--- config.mk ---
export PLATFORM = sky130hd
export DESIGN_NAME = mmio_master
export DESIGN_NICKNAME = d
export VERILOG_FILES = /design/src/rtl/mmio_master.sv
export SDC_FILE = /design/constraint.sdc
export NUM_CORES = 1
export LEC_CHECK = 0
export ABC_AREA = 1
export BUFFER_PORTS_ARGS = -buffer_cell sky130_fd_sc_hd__buf_2
export CAP_MARGIN = 10
export CORE_MARGIN = 8
export CORE_UTILIZATION = 46
export CTS_BUF_LIST = sky130_fd_sc_hd__clkbuf_16
export CTS_CLUSTER_SIZE = 25
export DETAILED_ROUTE_END_ITERATION = 10
export GPL_TIMING_DRIVEN = 0
export PLACE_DENSITY = 0.85
export SLEW_MARGIN = 20
export SYNTH_ARGS = -nofsm -noshare
export SYNTH_HDL_FRONTEND = slang
export SYNTH_SLANG_ARGS = --single-unit
--- constraint.sdc ---
create_clock -name clk -period 1.67 [get_ports clk]
set_input_delay 0.167 -clock clk [delete_from_list [all_inputs] [get_ports clk]]
set_output_delay 0.167 -clock clk [all_outputs]
set_load 0.01 [all_outputs]
--- src/rtl/mmio_master.sv ---
// mmio_master
//   Turns single request/response transactions into one-cycle MMIO bus strobes.
//   Only one transaction is in flight at a time. Reads are abandoned after
//   TIMEOUT cycles in READ_WAIT and complete with resp_error_out=1.
//
// Ports
//   clk, rst                 clock, synchronous active-high reset
//   req_valid_in/ready_out   request handshake (ready only in IDLE)
//   req_write_in             1 = write, 0 = read
//   req_addr_in/data_in      request address and write data
//   resp_valid_out/ready_in  response handshake
//   resp_data_out            read data (0 for writes and timeouts)
//   resp_error_out           1 = read timed out
//   addr_out, data_out       bus address / write data, hold between transactions
//   wr_out, rd_out           one-cycle bus strobes
//   rd_valid_in, data_in     peripheral read reply, sampled only in READ_WAIT
module mmio_master #(
    parameter int TIMEOUT = 16
) (
    input  logic        clk,
    input  logic        rst,
    input  logic        req_valid_in,
    output logic        req_ready_out,
    input  logic        req_write_in,
    input  logic [31:0] req_addr_in,
    input  logic [31:0] req_data_in,
    output logic        resp_valid_out,
    input  logic        resp_ready_in,
    output logic [31:0] resp_data_out,
    output logic        resp_error_out,
    output logic [31:0] addr_out,
    output logic [31:0] data_out,
    output logic        wr_out,
    output logic        rd_out,
    input  logic        rd_valid_in,
    input  logic [31:0] data_in
);

    typedef enum logic [2:0] {
        IDLE,
        WRITE,
        READ,
        READ_WAIT,
        RESP
    } state_t;

    // Last counter value spent waiting before the read is given up.
    localparam logic [7:0] CNT_LAST = 8'(TIMEOUT - 1);

    state_t      state_reg, state_next;
    logic [7:0]  cnt_reg, cnt_next;
    logic [31:0] addr_next, data_next, resp_data_next;
    logic        wr_next, rd_next, resp_valid_next, resp_error_next;

    assign req_ready_out = (state_reg == IDLE);

    always_ff @(posedge clk) begin
        if (rst) begin
            state_reg      <= IDLE;
            cnt_reg        <= 8'd0;
            addr_out       <= 32'd0;
            data_out       <= 32'd0;
            wr_out         <= 1'b0;
            rd_out         <= 1'b0;
            resp_valid_out <= 1'b0;
            resp_data_out  <= 32'd0;
            resp_error_out <= 1'b0;
        end else begin
            state_reg      <= state_next;
            cnt_reg        <= cnt_next;
            addr_out       <= addr_next;
            data_out       <= data_next;
            wr_out         <= wr_next;
            rd_out         <= rd_next;
            resp_valid_out <= resp_valid_next;
            resp_data_out  <= resp_data_next;
            resp_error_out <= resp_error_next;
        end
    end

    // Every output is computed one state ahead so it is registered on entry
    // into the state that owns it (strobes in WRITE/READ, response in RESP).
    always_comb begin
        state_next      = state_reg;
        cnt_next        = cnt_reg;
        addr_next       = addr_out;
        data_next       = data_out;
        wr_next         = 1'b0;
        rd_next         = 1'b0;
        resp_valid_next = resp_valid_out;
        resp_data_next  = resp_data_out;
        resp_error_next = resp_error_out;

        case (state_reg)
            IDLE: begin
                if (req_valid_in) begin
                    addr_next = req_addr_in;
                    if (req_write_in) begin
                        data_next  = req_data_in;
                        wr_next    = 1'b1;
                        state_next = WRITE;
                    end else begin
                        rd_next    = 1'b1;
                        state_next = READ;
                    end
                end
            end
            WRITE: begin
                resp_valid_next = 1'b1;
                resp_data_next  = 32'd0;
                resp_error_next = 1'b0;
                state_next      = RESP;
            end
            READ: begin
                cnt_next   = 8'd0;
                state_next = READ_WAIT;
            end
            READ_WAIT: begin
                // A reply on the final waiting cycle still wins over the timeout.
                if (rd_valid_in) begin
                    resp_valid_next = 1'b1;
                    resp_data_next  = data_in;
                    resp_error_next = 1'b0;
                    state_next      = RESP;
                end else if (cnt_reg == CNT_LAST) begin
                    resp_valid_next = 1'b1;
                    resp_data_next  = 32'd0;
                    resp_error_next = 1'b1;
                    state_next      = RESP;
                end else begin
                    cnt_next = cnt_reg + 8'd1;
                end
            end
            RESP: begin
                if (resp_ready_in) begin
                    resp_valid_next = 1'b0;
                    state_next      = IDLE;
                end
            end
            default: state_next = IDLE;
        endcase
    end

endmodule

==> flow_metrics.py <==
metrics = {
    "clock_tree": {
        "cts_buffers": 9,
        "cts_tree": "built",
        "clkSinkCount": 111,
        "h-tree-depth": 3,
        "root_buffer": "clkbuf_16",
        "clkTransAtPathRegs_ns": 0.07,
        "clk_path_buf_depth": 2,
        "clkLatencyLatePin_ns": 0.34,
    },
    "routing": {
        "antenna_left": 0,
        "via_per_inst": 5.10,
        "vias": 4346,
        "wl_per_cell_um": 15.6,
        "drc": 0,
        "routed_wl_mm": 13.3,
        "drtPass1Iterations": 5,
        "drt_iter0_drc": 256,
    },
    "logic_synthesis": {
        "synth_compound_area_share_pct": 14.1,
        "synth_fa_ha_area_share_pct": 0.304,
        "synth_fp_nets": 628,
        "synth_cell_types": 26,
        "avgSynthCellArea_sq_um": 7.83,
        "synthMuxAreaShare_pct": 0,
        "netlist_instances": 525,
        "synthesis.area_sq_mm": 0.00411,
        "synth_xor_area_share_pct": 0,
        "ys_ff_latch": 111,
        "ys_seq_area_share_pct": 54.1,
        "synthSimpleGateAreaFrac_pct": 25.5,
        "ys_warn_count": 0,
        "synth_top_family_by_area": "simple AND/OR/NAND/NOR gates",
    },
    "pwr": {
        "leakagePower_nw": 2.57,
        "powerDensity_mw_per_mm2": 1080,
        "vdd_ir_drop_max_v": 0.000604,
        "power.total_mw": 6.06,
    },
    "floorplanning": {
        "num_io_pins": 203,
        "core_sq_mm": 0.00868,
        "die_w_um": 111,
        "rows": 34,
        "fp.dieH_um": 111,
        "start_util_pct": 47.4,
        "die-area_sq_mm": 0.0122,
    },
    "cells_and_area": {
        "largest_registers": "addr_out x32, data_out x32, resp_data_out x32",
        "final_core_util_pct": 64.7,
        "syn2layout_area_growth_pct": 36.7,
        "drive_gt1_share_pct": 34.4,
        "fin_area_sq_mm": 0.00562,
        "multi_input_area_sq_mm": 0.00167,
        "n_antenna_cell": 0,
        "fillers": 734,
        "finalNetCount": 842,
        "seq_area_sq_mm": 0.00223,
    },
    "setup_path": {
        "crit_top_cell": "nand2_2",
        "crit_family": "simple AND/OR/NAND/NOR gates",
        "crit_arrival_ns": 1.83,
        "worst_ep_required_time_ns": 1.90,
        "crit_path_start_kind": "flip-flop",
        "worstSetupEndpointType": "flip-flop",
        "crit_chain": "ha_2 -> nand2_2 -> nor2_2 -> nand3_1 -> nand2_2 -> nand2_1 -> buf_4 -> o21ai_0 -> nor2_1",
        "crit_type": "flip-flop to flip-flop",
        "slowest_delay_ns": 0.36,
        "path_max_fanout": 10,
        "crit_slowest_cell": "dfxtp_2",
        "critPathBufInv": 1,
    },
    "sta": {
        "period_needed_ns": 1.60,
        "max_freq_mhz": 626,
        "slew-limit-headroom_pct": 58.2,
        "rsz0062_at_grt": "yes",
        "finalMaxSlewViolations": 0,
        "finalHoldViolations": 0,
        "setup_violations": 0,
        "tightest_slew_ns": 0.628,
        "setup_slack_ns": 0.0713,
        "skew_ns": 0.0102,
        "holdWs_ns": 0.0659,
        "period_share_pct": 95.7,
    },
    "global_routing": {
        "grt_remaining_overflow": 0,
        "antenna_found_initial": 1,
        "grt_usage_pct": 20.6,
        "grt_pass1_wl_mm": 21.1,
        "grt_pass1_vias": 4355,
        "grt_max_degree": 20,
    },
    "placement": {
        "port-buffer-count": 200,
        "dpl.hpwl_mm": 10.3,
        "placed_area_sq_mm": 0.00525,
        "dp_slack_ns": -0.101,
        "gp_congestion": 0.827,
    },
    "outcome": {
        "outcome": "finished, final reports clean",
    },
    "hold_path": {
        "hold_class": "input port to flip-flop",
    },
    "run": {
        "max-cap-violations": 0,
    },
}
## cells by family (layout without fill, tap and decap cells)
logic type                 Yosys count  after routing
and+or+nand+nor                    252            252
AOI/OAI and AO/OA                  114            114
DFF                                111            111
buffers and inverters               47            266
adders and majority gates            1              1
## layout by cell type, fill, tap and decap left out
| cell | count |
|---|---|
| inv_1 | 9 |
| clkbuf_1 | 16 |
| a21oi_1 | 104 |
| ha_2 | 1 |
| dfxtp_2 | 3 |
| bufinv_16 | 1 |
| nand3_4 | 1 |
| nand3_1 | 42 |
| buf_2 | 201 |
| buf_4 | 11 |
| nor2_1 | 13 |
| inv_2 | 3 |
| nor3b_1 | 1 |
| buf_6 | 6 |
| inv_8 | 1 |
| nand2_2 | 5 |
| nor3_1 | 2 |
| nand2_1 | 181 |
| nor2_4 | 3 |
| o21ai_0 | 4 |
| a31oi_1 | 2 |
| clkinv_4 | 2 |
| inv_6 | 2 |
| clkbuf_2 | 1 |
| a22oi_1 | 2 |
| nor3_2 | 1 |
| dfxtp_1 | 108 |
| or2_2 | 1 |
| a21oi_2 | 1 |
| nand4_1 | 1 |
| o21a_1 | 1 |
| clkbuf_16 | 9 |
| clkbuf_4 | 2 |
| buf_1 | 2 |
| nor2_2 | 1 |
## per-layer routing
layer / up-vias / part of all wire, % / GRT usage [%]
li1: 2143 / - / -
met1: 1999 / 37 / 20.7
met2: 188 / 50 / 36.1
met3: 14 / 11 / 10.2
met4: 2 / 1.4 / 6.94
met5: - / 0.098 / 0
## synthesized netlist by cell type (all sizes together)
cell type	instances	area [sq um]
nand2	186	708
dfxtp	111	2220
a21oi	105	526
nand3	43	220
buf	19	140
clkbuf	17	63.8
nor2	17	81.3
inv	11	41.3
o21ai	4	20.0
nor3	3	20.0
a22oi	2	15.0
a31oi	2	12.5
ha	1	12.5
nand4	1	6.26
nor3b	1	7.51
o21a	1	7.51
or2	1	6.26
## final timing paths
check	depth (start not counted)	end	startpoint	slack, ns
hold reg to reg	2	data_out[19]	data_out[19]	0.46
hold / removal	3	addr_out[27]	req_addr_in[27]	0.07
setup reg to reg	9	cnt_reg[0]	cnt_reg[0]	0.07
setup / recovery	9	cnt_reg[0]	cnt_reg[0]	0.07
## worst register-to-register path: stages (launching register included)
cell,delay (ns)
dfxtp_2,0.36
ha_2,0.19
nand2_2,0.08
nor2_2,0.11
nand3_1,0.11
nand2_2,0.15
nand2_1,0.09
buf_4,0.18
o21ai_0,0.14
nor2_1,0.06
## where the power goes
group          total (mW)  switching (mW)  internal (mW)  leakage, nW
clock network        2.16           0.979           1.19        0.154
registers            2.89          0.0901           2.80        0.904
logic                1.01           0.598          0.408         1.51
## final cells by class
| type | instances | area share (%) |
|---|---|---|
| clock buffer | 9 | 4.01 |
| timing repair buffer | 203 | 18.2 |
| tap | 108 | 2.41 |
| multi-input combinational | 367 | 29.7 |
| inverter | 11 | 0.735 |
| clock inverter | 7 | 1.43 |
| sequential | 111 | 39.6 |
| buffer | 36 | 3.92 |
## stage by stage
step / setup TNS, ns / std cells
global placement: -0.760 / 833
detailed placement: -2.39 / 833
global route: -0.0657 / 852
floorplan: 0 / 525
finish: 0 / 852
CTS: 0 / 851
## what timing repair did
action,in CTS,in global routing
gates resized for setup,4,13
setup buffers,2,1
hold buffers,0,0
setup endpoints to repair,36,85
pin swaps,2,2
No activity file was read; power rests on OpenSTA's default activity.
